$ cat config.mk
export PLATFORM = sky130hd
export DESIGN_NAME = pwm_ramp_ctrl
export DESIGN_NICKNAME = d
export VERILOG_FILES = /design/src/rtl/pwm_ramp_pkg.sv /design/src/rtl/pwm_period_gen.sv /design/src/rtl/pwm_ramp_ctrl.sv
export SDC_FILE = /design/constraint.sdc
export NUM_CORES = 1
export LEC_CHECK = 0
export ABC_CLOCK_PERIOD_IN_PS = 4000
export BUFFER_PORTS_ARGS = -buffer_cell sky130_fd_sc_hd__buf_2
export CAP_MARGIN = 20
export CORE_ASPECT_RATIO = 0.5
export CORE_MARGIN = 2
export CORE_UTILIZATION = 39
export CTS_CLUSTER_SIZE = 16
export DETAILED_ROUTE_END_ITERATION = 8
export GPL_ROUTABILITY_DRIVEN = 1
export PLACE_DENSITY = 0.54
export SLEW_MARGIN = 20
export SYNTH_ARGS = -nofsm -noshare
export SYNTH_HDL_FRONTEND = slang
export SYNTH_SLANG_ARGS = --single-unit
export TNS_END_PERCENT = 50
$ cat constraint.sdc
create_clock -name clk_1mhz -period 4 [get_ports clk_1mhz]
set_input_delay 0.4 -clock clk_1mhz [delete_from_list [all_inputs] [get_ports clk_1mhz]]
set_output_delay 0.4 -clock clk_1mhz [all_outputs]
set_load 0.01 [all_outputs]
$ cat src/rtl/pwm_ramp_pkg.sv
// Shared types, default timing constants and the duty clamp for the drive-motor PWM ramp controller.
package pwm_ramp_pkg;

  typedef enum logic [1:0] {
    IDLE = 2'd0,
    RAMP = 2'd1,
    HOLD = 2'd2
  } state_t;

  localparam int PERIOD_US_DEF    = 100;
  localparam int DUTY_STEP_DEF    = 25;
  localparam int STEP_PERIODS_DEF = 2500;

  function automatic int unsigned clamp_duty(input int unsigned val, input int unsigned lim);
    return (val > lim) ? lim : val;
  endfunction

endpackage

$ cat src/rtl/pwm_period_gen.sv
// PWM period counter, boundary strobe and registered duty comparator.
// Output is one cycle behind us_cnt; disabling parks the counter at 0 and forces the output low.
module pwm_period_gen #(
  parameter int PERIOD_US = 100,
  parameter int DUTY_W    = 7
) (
  input  logic              clk_1mhz,
  input  logic              reset,
  input  logic              enable,
  input  logic [DUTY_W-1:0] duty,
  output logic              pwm_signal,
  output logic              boundary
);

  localparam int US_W = (PERIOD_US > 1) ? $clog2(PERIOD_US) : 1;
  localparam logic [US_W-1:0] US_LAST = US_W'(PERIOD_US - 1);

  logic [US_W-1:0] us_cnt;

  assign boundary = enable && (us_cnt == US_LAST);

  // The controller only moves duty on the boundary cycle, so comparing
  // against it directly never produces a runt pulse.
  always_ff @(posedge clk_1mhz) begin
    if (reset || !enable) begin
      us_cnt     <= '0;
      pwm_signal <= 1'b0;
    end else begin
      us_cnt     <= boundary ? '0 : us_cnt + US_W'(1);
      pwm_signal <= (32'(us_cnt) < 32'(duty));
    end
  end

endmodule

$ cat src/rtl/pwm_ramp_ctrl.sv
// Ramps the motor PWM duty toward a commanded target one DUTY_STEP per STEP_PERIODS periods.
// Handles retarget mid-ramp, controlled stop (ramp to 0) and emergency stop (immediate off).
module pwm_ramp_ctrl
  import pwm_ramp_pkg::*;
#(
  parameter int PERIOD_US    = PERIOD_US_DEF,
  parameter int DUTY_W       = 7,
  parameter int DUTY_STEP    = DUTY_STEP_DEF,
  parameter int STEP_PERIODS = STEP_PERIODS_DEF,
  parameter int CNT_W        = 14
) (
  input  logic              clk_1mhz,
  input  logic              reset,
  input  logic              start,
  input  logic [DUTY_W-1:0] target_duty,
  input  logic              stop,
  input  logic              estop,
  output logic              pwm_signal,
  output logic              busy,
  output logic              done,
  output logic              at_target,
  output logic [DUTY_W-1:0] cur_duty
);

  localparam logic [DUTY_W-1:0] STEP_D    = DUTY_W'(DUTY_STEP);
  localparam logic [CNT_W-1:0]  STEP_LAST = CNT_W'(STEP_PERIODS - 1);

  state_t            state_q, state_d;
  logic [DUTY_W-1:0] tgt_q, tgt_d, cur_d;
  logic [CNT_W-1:0]  step_cnt, step_d;
  logic              done_d;
  logic              boundary;
  logic [DUTY_W-1:0] tgt_in, first_lvl;

  assign tgt_in    = DUTY_W'(clamp_duty(32'(target_duty), PERIOD_US));
  assign first_lvl = (tgt_in < STEP_D) ? tgt_in : STEP_D;
  assign at_target = (state_q == HOLD) && (cur_duty == tgt_q);

  pwm_period_gen #(
    .PERIOD_US(PERIOD_US),
    .DUTY_W   (DUTY_W)
  ) u_period (
    .clk_1mhz  (clk_1mhz),
    .reset     (reset),
    .enable    ((state_q != IDLE) && !estop),
    .duty      (cur_duty),
    .pwm_signal(pwm_signal),
    .boundary  (boundary)
  );

  always_ff @(posedge clk_1mhz) begin
    if (reset) begin
      state_q  <= IDLE;
      tgt_q    <= '0;
      cur_duty <= '0;
      step_cnt <= '0;
      done     <= 1'b0;
      busy     <= 1'b0;
    end else begin
      state_q  <= state_d;
      tgt_q    <= tgt_d;
      cur_duty <= cur_d;
      step_cnt <= step_d;
      done     <= done_d;
      busy     <= (state_d != IDLE);
    end
  end

  always_comb begin
    state_d = state_q;
    tgt_d   = tgt_q;
    cur_d   = cur_duty;
    step_d  = step_cnt;
    done_d  = 1'b0;
    if (estop) begin
      state_d = IDLE;
      tgt_d   = '0;
      cur_d   = '0;
      step_d  = '0;
    end else begin
      case (state_q)
        IDLE: begin
          if (start && !stop && (tgt_in != '0)) begin
            tgt_d   = tgt_in;
            cur_d   = first_lvl;
            step_d  = '0;
            state_d = RAMP;
          end
        end
        RAMP: begin
          if (stop)       tgt_d = '0;
          else if (start) tgt_d = tgt_in;
          // Step decision uses the freshly latched target so a same-cycle
          // retarget or stop is honoured at this expiry.
          if (boundary) begin
            if (step_cnt == STEP_LAST) begin
              step_d = '0;
              if (cur_duty < tgt_d)
                cur_d = ((tgt_d - cur_duty) > STEP_D) ? cur_duty + STEP_D : tgt_d;
              else if (cur_duty > tgt_d)
                cur_d = ((cur_duty - tgt_d) > STEP_D) ? cur_duty - STEP_D : tgt_d;
              else begin
                done_d  = 1'b1;
                state_d = (tgt_d == '0) ? IDLE : HOLD;
              end
            end else begin
              step_d = step_cnt + CNT_W'(1);
            end
          end
        end
        HOLD: begin
          if (stop) begin
            tgt_d   = '0;
            step_d  = '0;
            state_d = RAMP;
          end else if (start && (tgt_in != tgt_q)) begin
            tgt_d   = tgt_in;
            step_d  = '0;
            state_d = RAMP;
          end
        end
        default: state_d = IDLE;
      endcase
    end
  end

endmodule

Word-level counts from Yosys, hierarchy flattened. Cells that the tools add are included.

Input port bits: 12. Word-level logic and storage cells: 93. Flip-flop bits (word level): 40. Output and inout port bits: 11.

Add/subtract/negate cells: 6. Bitwise logic cells: 3. Reductions and logical operators: 23. Multiplexer cells: 35. $lt $le $gt $ge: 7. Equal/unequal tests: 11.

Operators by type and width (number): 2-to-1 mux 7 bit (16); 2-to-1 mux 14 bit (5); case mux 14 bit (3 select lines) (1); case mux 7 bit (3 select lines) (1); 2-to-1 mux 2 bit (9); adder 14 x 1 -> 14 bit (second input constant) (1); equality test 14 x 12 -> 1 bit (second input constant) (1); greater-than comparator 7 x 5 -> 1 bit (second input constant) (2); < comparator 7 bit (2); case mux 7 bit (2 select lines) (1); subtractor 7 bit (2); adder 7 x 1 -> 7 bit (second input constant) (1); adder 7 x 5 -> 7 bit (second input constant) (1); equality test 7 bit (1); equality test 7 bit (second input constant) (1); greater-than comparator 7 bit (1); greater-than comparator 7 bit (second input constant) (1); logical NOT 7 bit (1); < comparator 7 x 5 -> 1 bit (second input constant) (1); inequality test 7 bit (1); nonzero test 7 bit (1); subtractor 7 x 5 -> 7 bit (second input constant) (1); logical AND 1 bit (6); case mux 2 bit (3 select lines) (1); other kinds (18) (26).

Logic depth before layout (Yosys ltp). Gate-level depths: netlist (run 1).

Word-level depth: 15. Gate-level depth with buffers: 15. Gate-level depth less buffers: 13.

Cells and area by module. From an unflattened synthesis (run 1), not the netlist that was laid out.

Cells, all modules: 515. Area total of the unflattened synthesis: 3988.8 sq um.

By module, submodules not included: pwm_ramp_ctrl (times used 1, seq. area each 640.6 sq um, cells each 461, area an instance 3509.6 sq um); pwm_period_gen (times used 1, seq. area each 160.2 sq um, cells each 54, area an instance 479.2 sq um).

Worst setup path before layout (run 1). OpenSTA, ideal clock, no wires.

Kind: input -> register. From: input start. To: register busy. Required time: 3880 ps. Cell stages on the path: 12. Library setup time: 120 ps. Buffers on the path: 2. Arrival time: 3056 ps. Slack: 824 ps. Cells stage by stage: clkbuf_1 a31oi_1 or2_2 ha_1 clkbuf_1 a21o_1 or3_1 o21ai_0 nand2b_1 mux2i_1 o2bb2ai_1 o31a_1.

Word-level cells in the longest chain between the ends: 13. Elaborated cells on any way between the ends: 21. Classes of those cells: order compare: 2; mux: 14; reduce/logical: 5.

RTL lines: start: declaration (RTL line pwm_ramp_ctrl.sv:14) `input logic start,`; parallel branches: the longest is 10 deep, another holds greater-than comparator 7 bit; case mux 2 bit (3 select lines) (*) (RTL line pwm_ramp_ctrl.sv:81) `case (state_q)`; 2-to-1 mux 2 bit (*) (RTL line pwm_ramp_ctrl.sv:75) `if (estop) begin`; nonzero test 2 bit (*) (RTL line pwm_ramp_ctrl.sv:65) `busy <= (state_d != IDLE);`; end signal: assignment (RTL line pwm_ramp_ctrl.sv:65); end: declaration (RTL line pwm_ramp_ctrl.sv:19) `output logic busy,`.

Mark *: on every way between the ends. The select of a mux whose other input is x is not followed. A chain may end at the register's enable or synchronous reset.

Worst setup path in the final report (run 1).
From: input target_duty[6]. To: register cur_duty[3].

Word-level cells in the longest chain between the ends: 14. Elaborated cells on any way between the ends: 27. Classes of those cells: add/sub: 2; order compare: 6; eq/ne: 2; mux: 14; reduce/logical: 3.

RTL lines: start: declaration (RTL line pwm_ramp_ctrl.sv:15) `input logic [DUTY_W-1:0] target_duty,`; greater-than comparator 7 bit (RTL line pwm_ramp_pkg.sv:15) `return (val > lim) ? lim : val;`; 2-to-1 mux 7 bit (*) (RTL line pwm_ramp_pkg.sv:15); 2-to-1 mux 7 bit (RTL line pwm_ramp_ctrl.sv:92) `else if (start) tgt_d = tgt_in;`; 2-to-1 mux 7 bit (RTL line pwm_ramp_ctrl.sv:91) `if (stop) tgt_d = '0;`; 2-to-1 mux 7 bit (RTL line pwm_ramp_ctrl.sv:81); 2-to-1 mux 7 bit (RTL line pwm_ramp_ctrl.sv:75); subtractor 7 bit (RTL line pwm_ramp_ctrl.sv:101) `cur_d = ((cur_duty - tgt_d) > STEP_D) ? cur_duty - STEP_D : tgt_d;`; greater-than comparator 7 x 5 -> 1 bit (RTL line pwm_ramp_ctrl.sv:101); 2-to-1 mux 7 bit (RTL line pwm_ramp_ctrl.sv:101); 2-to-1 mux 7 bit (RTL line pwm_ramp_ctrl.sv:100) `else if (cur_duty > tgt_d)`; 2-to-1 mux 7 bit (RTL line pwm_ramp_ctrl.sv:98) `if (cur_duty < tgt_d)`; 2-to-1 mux 7 bit (RTL line pwm_ramp_ctrl.sv:96) `if (step_cnt == STEP_LAST) begin`; 2-to-1 mux 7 bit (RTL line pwm_ramp_ctrl.sv:95) `if (boundary) begin`; case mux 7 bit (2 select lines) (RTL line pwm_ramp_ctrl.sv:81); end signal: assignment (RTL line pwm_ramp_ctrl.sv:62) `cur_duty <= cur_d;`; end: declaration (RTL line pwm_ramp_ctrl.sv:22) `output logic [DUTY_W-1:0] cur_duty`.

Mark *: on every way between the ends. The rest lies on a longest branch, timed or not. The select of a mux whose other input is x is not followed.

==> metrics.txt, run 1 <==
top-level port count 23; Synthesized Nets 508; vias per cell 5.87; Routed WL 10.7 mm; ys flop type dfxtp_1; commonest non-fill, non-tap cell in the layout dfxtp_1; Std-Cell Rows 25; CP endpoint kind register; post_cts resized 0; # hold bufs at CTS 0; Residual DRC 0; # Post-CTS Setup Buffers 0; worst slew pin tran 0.590 ns; GPL Wtd Cong 0.868; final clock period utilization by the worst path 85.0%; vias in the first global route 3305; Max H-tree Level 2; DR iter-0 viols 236; Finished Layout Cells 601; first-pass GRT wire length 17.8 mm; CTS Buf Count 5; die area 10300 µm²; flops & latches, synth 40; Clock Skew 0.00645 ns; initial antenna violation count 0; FILL cells 959; register area 801 µm²; Sink Count 40; maximum clock rate 294 MHz; ratio of cells with drive above 1 in the final layout 11.3%; core area 9320 µm²; Via Count 3525; RSZ-0062 raised after global routing no; multi-input logic area 2740 µm²; max-capacitance violation count 0; number of diodes 0; Hold WC Path Type reg2reg; maximum VDD drop 142 µV; fin worst setup slack 0.599 ns; Static Leak 1.64 nW; Final TNS setup 0 ns; Critical Path Start Type input pin; nets 523; drt wl/cell 17.8 µm; syn avg cell area 7.96 µm²; CP Class in2reg; Mapped Cells 465; GRT Total Usage 21.7%; largest net degree at the start of global routing 29; most frequent cells in the layout dfxtp_1 (40), nor2_1 (35), nand2_1 (32); hold path cells 1; Worst R2R Path Depth 12; EDFF count, synth 0; gr ovfl total 0; flop2flop setup slack 0.64 ns; minimum clock period 3.40 ns; Routed Antenna Nets 0; clock latency at the later pin of the worst-skew pair 0.28 ns; Die H 72.9 µm; clk slew on worst S/H paths 0.06 ns; pwr/cell area 278 nW/µm²; Area Overhead vs Synth 9.50%; CP required 4.18 ns; initial core utilization 39.7%; Async SR Flop Fraction 0%; CTS tree done; Yosys Warn Count 0; count of final setup violators 0; DRT Pass-1 Iters 6; CTS Buffer Depth 2; relative slew slack 60.7%; root buffer cell clkbuf_16; utilization after layout 43.5%; Cell variety after synth 70; Max FO, Critical Path 13; Final Max Tran Viols 0; Seq/Total Area, Yosys 21.6%; port bufs 22; hpwl dp 7.97 mm; crit path DAT 3.58 ns; pre-CTS setup slack 0.395 ns; Syn Std Cell Area 3700 µm²; status finished clean; Die Span X 142 µm; Inst Count DP 594; Hold Fails Final Rpt 0
area by class of cell:
class	count	share of cell area, %
Timing Repair Buffer	28	3.83
Clock inverter	1	0.123
Clock buffer	6	3.18
Tap cell	121	3.74
Sequential cell	40	19.8
Multi-Input combinational cell	386	67.6
Inverter	19	1.76
stage by stage:
| stage | area, µm² | power (mW) | hold slack, ns |
|---|---|---|---|
| global placement | 3920 | 0.756 | 0.432 |
| CTS | 4050 | 1.13 | 0.457 |
| floorplan | 3700 | 0.667 | 0.421 |
| global route | 4050 | 1.19 | 0.481 |
| detailed placement | 3920 | 0.749 | 0.442 |
| finish | 4050 | 1.13 | 0.456 |
cell usage after synthesis, types with 3 or more instances:
| cell type | instances | share of area [%] |
|---|---|---|
| nand2_1 | 32 | 3.2 |
| a31oi_1 | 4 | 0.68 |
| xor2_1 | 13 | 3.1 |
| nor2_1 | 35 | 3.5 |
| o21bai_1 | 3 | 0.61 |
| dfxtp_1 | 40 | 22 |
| nor2b_1 | 6 | 1.0 |
| and2_1 | 9 | 1.5 |
| mux2i_1 | 14 | 3.8 |
| a21oi_1 | 29 | 3.9 |
| inv_1 | 19 | 1.9 |
| nor3_1 | 18 | 2.4 |
| nand3_1 | 15 | 2.0 |
| o31ai_1 | 3 | 0.61 |
| nor4_1 | 4 | 0.68 |
| ha_1 | 29 | 9.8 |
| or3_1 | 9 | 1.5 |
| nand4_1 | 10 | 1.7 |
| nand2b_1 | 15 | 2.5 |
| a221oi_1 | 3 | 0.71 |
| o22ai_1 | 11 | 1.9 |
| a211o_1 | 4 | 0.95 |
| xnor2_1 | 20 | 4.7 |
| o2111ai_1 | 3 | 0.71 |
| or2_2 | 7 | 1.2 |
| o311a_1 | 3 | 0.81 |
| and3_1 | 11 | 1.9 |
| o211ai_1 | 3 | 0.61 |
| a21o_1 | 7 | 1.4 |
| o21ai_0 | 13 | 1.8 |
| o21a_1 | 3 | 0.61 |
| clkbuf_1 | 13 | 1.3 |
| buf_2 | 5 | 0.68 |
final timing paths:
kind,startpoint,end
max,target_duty[6],cur_duty[3]$_SDFFE_PP0P_
min,u_period.us_cnt[0]$_SDFF_PP0_,u_period.us_cnt[0]$_SDFF_PP0_
min reg2reg,u_period.us_cnt[0]$_SDFF_PP0_,u_period.us_cnt[0]$_SDFF_PP0_
max reg2reg,tgt_q[4]$_SDFFE_PP0P_,busy$_SDFF_PP0_
worst max-delay path, stage by stage:
cell      delay, ns
buf_2          0.23
o311ai_4       0.17
nand2_1        0.18
o22a_1         0.34
inv_1          0.15
ha_1           0.34
nand2b_1       0.10
a211oi_2       0.37
o21a_1         0.44
nand2_1        0.12
o22ai_1        0.28
a221oi_1       0.16
o41ai_1        0.29
flip-flops by register name, summed over array words and instances (netlist names):
| name | cells |
|---|---|
| busy | 1 |
| cur_duty | 7 |
| done | 1 |
| state_q | 2 |
| step_cnt | 14 |
| tgt_q | 7 |
| u_period.pwm_signal | 1 |
| u_period.us_cnt | 7 |
logic make-up after synthesis:
family,after synthesis,share of synthesized area (%)
AO/OA/AOI/OAI,124,25.1
adder cells (fa/ha/maj),31,10.9
XOR/XNOR,33,7.81
flip-flops,40,21.6
buffers and inverters,39,4.33
multiplexers,14,3.79
AND/OR/NAND/NOR,184,26.5
per-layer routing:
metal	track usage, %	up-vias	part of all wire (%)
met5	0	-	0
met4	4.00	0	0.82
met3	2.69	6	5.3
met2	34.1	99	44
met1	32.4	1675	50
li1	-	1745	-
where the power goes:
group	total (mW)	switching (mW)	internal [mW]	leakage (nW)
logic	0.335	0.208	0.127	1.25
registers	0.412	0.00851	0.404	0.323
clock network	0.381	0.154	0.227	0.0667
total	1.13	0.371	0.758	1.64
Note: power is estimated with default switching activity, not from simulation.
==> run 2, diff against run 1 <==
- ABC_CLOCK_PERIOD_IN_PS: 4000 -> 3500
- clock period: 4 -> 3.5 ns (I/O delays scaled with it)
==> metrics.txt, run 2 (same netlist as run 1, synthesis figures left out) <==
status finished clean (unchanged); largest net degree at the start of global routing 29 (unchanged); register area 801 µm² (unchanged); top-level port count 23 (unchanged); # Post-CTS Setup Buffers 0 (unchanged); cells along the critical path buf_2, o311ai_4, nand2_1, o22a_1, fa_1, nand2b_1, a21oi_1, xnor2_1, o311ai_1, o22ai_1, a221o_1, a31oi_1 (was buf_2, o311ai_4, nand2_1, o22a_1, inv_1, ha_1, nand2b_1, a211oi_2, o21a_1, nand2_1, o22ai_1, a221oi_1, o41ai_1); vias in the first global route 3334 (was 3305); Residual DRC 0 (unchanged); nets 546 (was 523); vias per cell 5.81 (was 5.87); switching share of total power 30.4% (was 32.8%); ratio of cells with drive above 1 in the final layout 15.7% (was 11.3%); Critical Path Start Type input pin (unchanged); maximum VDD drop 223 µV (was 142 µV); Clock Skew 0.00421 ns (was 0.00645 ns); final clock period utilization by the worst path 91.3%; Reg power frac 32.5% (was 36.5%); Area Overhead vs Synth 15.5% (was 9.50%); clk slew on worst S/H paths 0.06 ns (about the same); CP endpoint kind register (unchanged); Hold Fails Final Rpt 0 (unchanged); CP top delay family compound AO/OA/AOI/OAI gates (unchanged); Hold WC Path Type reg2reg (unchanged); Sink Count 40 (unchanged); Via Count 3634 (was 3525); CTS tree done (unchanged); Routed Antenna Nets 0 (unchanged); Final Max Tran Viols 0 (unchanged); P_int 1.00 mW (was 0.758 mW); fin worst setup slack 0.304 ns (was 0.599 ns); post_cts resized 0 (unchanged); GPL Wtd Cong 0.910 (was 0.868); GRT Total Usage 21.5% (was 21.7%); Largest Register step_cnt (unchanged); GR Util met2 34.5% (was 34.1%); pwr/cell area 337 nW/µm² (was 278 nW/µm²); FILL cells 943 (was 959); met1 usage in global routing 30.3% (was 32.4%); hpwl dp 8.37 mm (was 7.97 mm); flop2flop setup slack 0.31 ns (was 0.64 ns); relative slew slack 56.9% (was 60.7%); crit path DAT 3.41 ns (was 3.58 ns); minimum clock period 3.20 ns; Die H 72.9 µm (unchanged); multi-input logic area 2740 µm² (unchanged); DRT Pass-1 Iters 4 (was 6); port bufs 22 (unchanged); clock latency at the later pin of the worst-skew pair 0.28 ns (about the same); max-capacitance violation count 0 (unchanged); # hold bufs at CTS 0 (unchanged); Static Leak 1.78 nW (was 1.64 nW); Most Used Layer, Global Route met2 (unchanged); CP max-delay cell fa_1 (was o21a_1); maximum clock rate 313 MHz; count of final setup violators 0 (unchanged); root buffer cell clkbuf_16 (unchanged); Gate power share 28.7% (was 29.7%); M3 GR Usage 3.28% (was 2.69%); pre-CTS setup slack 0.0585 ns (was 0.395 ns); CTS Buf Count 5 (unchanged); number of diodes 0 (unchanged); most frequent cells in the layout dfxtp_1 (40), nor2_1 (35), nand2_1 (32) (unchanged); initial antenna violation count 0 (unchanged); DR iter-0 viols 207 (was 236); die area 10300 µm² (unchanged); clock network power share 38.8% (was 33.8%); Hold WS 0.458 ns (was 0.456 ns); initial core utilization 39.7% (unchanged); CP Buf/Inv Count 1 (was 2); CP Class in2reg (unchanged); Switch Pwr 0.438 mW (was 0.371 mW); worst slew pin tran 0.645 ns (was 0.590 ns); CP required 3.71 ns (was 4.18 ns); Finished Cell Area 4270 µm² (was 4050 µm²); gr ovfl total 0 (unchanged); Largest register FFs 14 (unchanged); Post-DP Area 4090 µm² (was 3920 µm²); Max H-tree Level 2 (unchanged); CTS Buffer Depth 2 (unchanged); RSZ-0062 raised after global routing no (unchanged); Final TNS setup 0 ns (unchanged); Max FO, Critical Path 6 (was 13); commonest non-fill, non-tap cell in the layout dfxtp_1 (unchanged); Routed WL 10.9 mm (was 10.7 mm); CP max stage delay 0.44 ns (about the same); Std-Cell Rows 25 (unchanged); core area 9320 µm² (unchanged); Die Span X 142 µm (unchanged); drt wl/cell 17.4 µm (was 17.8 µm); first-pass GRT wire length 17.4 mm (was 17.8 mm)
==> run 2: cell types whose count changed in the layout (fill, tap and decap cells not counted) <==
cell / delta
buf_4: +23
bufinv_16: +1
clkbuf_1: -1
clkbuf_8: +2
clkinv_2: -1
==> run 2: power groups by stage <==
stage | combinational [mW] | clock (mW) | sequential (mW)
final | 0.414 | 0.559 | 0.469
after global routing | 0.451 | 0.596 | 0.469
after CTS | 0.408 | 0.573 | 0.469
after detailed placement | 0.406 | 0 | 0.479
after global placement | 0.409 | 0 | 0.479
after floorplan | 0.284 | 0 | 0.479
==> run 2: metrics by stage <==
step	total power, mW	util, %	std cells
floorplan	0.762	-	465
global placement	0.888	43.9	617
detailed placement	0.885	43.9	617
CTS	1.45	45.9	625
global route	1.52	45.9	625
finish	1.44	45.9	625
==> run 2: worst paths after layout <==
kind / startpoint / end / cells past startpoint
max: target_duty[2] / cur_duty[2]$_SDFFE_PP0P_ / 12
min reg2reg: u_period.us_cnt[0]$_SDFF_PP0_ / u_period.us_cnt[0]$_SDFF_PP0_ / 1
max reg2reg: tgt_q[4]$_SDFFE_PP0P_ / cur_duty[4]$_SDFFE_PP0P_ / 12
min: u_period.us_cnt[0]$_SDFF_PP0_ / u_period.us_cnt[0]$_SDFF_PP0_ / 1
==> run 2: area by class of cell <==
cell class / instances / share of cell area [%]
flip-flops and latches: 40 / 18.7
repair buffers: 51 / 7.67
multi-input cells: 386 / 64.1
clock inverters: 1 / 0.703
well taps: 121 / 3.54
inverters: 19 / 1.67
clock buffers: 7 / 3.57
==> run 2: worst reg2reg max path, stage by stage (launching register included) <==
cell and delay, ns:
dfxtp_1 0.43, nor2b_1 0.17, a31oi_1 0.07, or2_2 0.35, ha_1 0.30, a21o_1 0.19
or3_1 0.37, o21a_1 0.21, buf_4 0.18, or3_1 0.34, a22oi_1 0.22, a2111oi_0 0.10
o21bai_1 0.17
==> run 2: metal layers <==
metal	routed length [µm]	part of all wire [%]	up-vias
li1	-	-	1798
met1	5440	50	1705
met2	4640	43	116
met3	626	5.8	15
met4	167	1.5	0
met5	0	0	-
==> run 3, diff against run 2 <==
- CORE_ASPECT_RATIO: 0.5 -> 0.7
==> metrics.txt, run 3 (same netlist as run 1, synthesis figures left out) <==
clk slew on worst S/H paths 0.06 ns (about the same); CP required 3.72 ns (was 3.71 ns); initial antenna violation count 0 (unchanged); Static Leak 1.78 nW (about the same); final clock period utilization by the worst path 91.5% (was 91.3%); CTS Buffer Depth 2 (unchanged); most frequent cells in the layout dfxtp_1 (40), nor2_1 (35), nand2_1 (32), buf_4 (32) (was dfxtp_1 (40), nor2_1 (35), nand2_1 (32)); worst slew pin tran 0.581 ns (was 0.645 ns); met3 WL 692 µm (was 626 µm); largest net degree at the start of global routing 29 (unchanged); relative slew slack 61.2% (was 56.9%); Residual DRC 0 (unchanged); die area 10300 µm² (about the same); Worst Hold End u_period.us_cnt[0]$_SDFF_PP0_ (unchanged); # hold bufs at CTS 0 (unchanged); crit path DAT 3.43 ns (was 3.41 ns); Hold Path Origin u_period.us_cnt[0]$_SDFF_PP0_ (unchanged); Clock Skew 0.00588 ns (was 0.00421 ns); Crit Reg-Reg Endpoint cur_duty[4]$_SDFFE_PP0P_ (unchanged); first-pass GRT wire length 17.9 mm (was 17.4 mm); vias per cell 5.83 (was 5.81); status finished clean (unchanged); Sink Count 40 (unchanged); DRT Pass-1 Iters 5 (was 4); CP max stage delay 0.42 ns (was 0.44 ns); met2 WL 4.39 mm (was 4.64 mm); Post-DP Area 4120 µm² (was 4090 µm²); Via Count 3678 (was 3634); Final TNS setup 0 ns (unchanged); CP top delay family compound AO/OA/AOI/OAI gates (unchanged); flop2flop setup slack 0.33 ns (was 0.31 ns); CP Buf/Inv Count 2 (was 1); hold path cells 1 (unchanged); core area 9140 µm² (was 9320 µm²); DR iter-0 viols 306 (was 207); Critical Path Start Type input pin (unchanged); number of diodes 0 (unchanged); port bufs 22 (unchanged); # Post-CTS Setup Buffers 0 (unchanged); Max H-tree Level 2 (unchanged); Die H 85.5 µm (was 72.9 µm); Routed Antenna Nets 0 (unchanged); GRT Total Usage 22.0% (was 21.5%); root buffer cell clkbuf_16 (unchanged); cells along the critical path buf_2, o311ai_4, nand2_1, o22a_1, buf_4, fa_1, nand2b_1, a21oi_1, xnor2_1, o311ai_1, o22ai_1, a2111oi_0, o21bai_1 (was buf_2, o311ai_4, nand2_1, o22a_1, fa_1, nand2b_1, a21oi_1, xnor2_1, o311ai_1, o22ai_1, a221o_1, a31oi_1); GPL Wtd Cong 0.877 (was 0.910); clock latency at the later pin of the worst-skew pair 0.29 ns (was 0.28 ns); maximum VDD drop 166 µV (was 223 µV); drt wl/cell 17.3 µm (was 17.4 µm); Die Span X 120 µm (was 142 µm); pwr/cell area 335 nW/µm² (was 337 nW/µm²); count of final setup violators 0 (unchanged); CTS tree done (unchanged); initial core utilization 40.5% (was 39.7%); top-level port count 23 (unchanged); hpwl dp 8.57 mm (was 8.37 mm); Crit Reg-Reg Startpoint tgt_q[4]$_SDFFE_PP0P_ (unchanged); Std-Cell Rows 29 (was 25); commonest non-fill, non-tap cell in the layout dfxtp_1 (unchanged); Hold Fails Final Rpt 0 (unchanged); RSZ-0062 raised after global routing no (unchanged); post_cts resized 0 (unchanged); FILL cells 957 (was 943); Final Max Tran Viols 0 (unchanged); Top Metal Used met4 (unchanged); Max FO, Critical Path 6 (unchanged); CP max-delay cell a2111oi_0 (was fa_1); maximum clock rate 312 MHz (was 313 MHz); Finished Cell Area 4290 µm² (was 4270 µm²); minimum clock period 3.20 ns (about the same); Routed WL 10.9 mm (about the same); nets 549 (was 546); Area Overhead vs Synth 15.8% (was 15.5%); CP endpoint kind register (unchanged); CP Class in2reg (unchanged); vias in the first global route 3338 (was 3334); Largest register FFs 14 (unchanged); Hold WC Path Type reg2reg (unchanged); Largest Register step_cnt (unchanged); Post-Route M1 WL 5.68 mm (was 5.44 mm); ratio of cells with drive above 1 in the final layout 16.2% (was 15.7%); max-capacitance violation count 0 (unchanged); Worst R2R Path Depth 12 (unchanged); gr ovfl total 0 (unchanged); CTS Buf Count 5 (unchanged)
-- run 3: cell types whose count changed in the layout (fill, tap and decap cells not counted), sizes merged --
cell	delta
buf	+3
clkbuf	-2
clkinvlp	+1
clkinv	+1
-- run 3: routing by layer --
layer,vias to the layer above,GRT usage (%)
met5,-,0
met4,0,4.86
met3,13,3.39
met2,129,31.2
met1,1733,34.5
li1,1803,-
-- run 3: worst max path at each step --
stage,startpoint,endpoint,slack (ns),cells after the start
floorplan,start,busy$_SDFF_PP0_,0.37,12
global placement,target_duty[3],cur_duty[4]$_SDFFE_PP0P_,0.14,13
detailed placement,target_duty[3],cur_duty[4]$_SDFFE_PP0P_,0.04,13
CTS,tgt_q[4]$_SDFFE_PP0P_,cur_duty[4]$_SDFFE_PP0P_,0.33,12
global route,tgt_q[4]$_SDFFE_PP0P_,busy$_SDFF_PP0_,0.09,12
finish,target_duty[3],cur_duty[4]$_SDFFE_PP0P_,0.30,13
-- run 3: power breakdown --
part           switching [mW]  leakage (nW)  internal [mW]
logic                   0.251          1.37          0.181
clock network           0.199        0.0798          0.335
registers             0.00948         0.323          0.461
-- run 3: cell type report --
class | instances | area [µm²] | share of cell area, %
clock buffer | 5 | 125 | 2.92
clock inverter | 3 | 42.5 | 0.993
timing repair buffer | 54 | 350 | 8.18
sequential | 40 | 801 | 18.7
multi-input combinational | 386 | 2740 | 63.9
inverter | 19 | 71.3 | 1.66
tap | 124 | 155 | 3.62
-- run 3: through the flow --
stage                     hold WS (ns)  instances  utilization, %  worst slack (ns)  total power [mW]
after global placement           0.442        623            45.0             0.138             0.905
after global routing             0.511        631            46.9            0.0873              1.51
after CTS                        0.465        631            46.9             0.329              1.44
after detailed placement         0.451        623            45.0            0.0371             0.904
after floorplan                  0.421        465               -             0.374             0.762
final                            0.460        631            46.9             0.297              1.44
-- run 3: worst register-to-register path, cell delays in order (launching register included) --
cell and delay (ns):
dfxtp_1 0.34, nor2b_1 0.16, a31oi_1 0.08, or2_2 0.34, ha_1 0.30, a21o_1 0.17, or3_1 0.38, o21ai_0 0.32
and3_1 0.25, o311ai_0 0.15, buf_4 0.20, a2111oi_0 0.26, o21bai_1 0.16
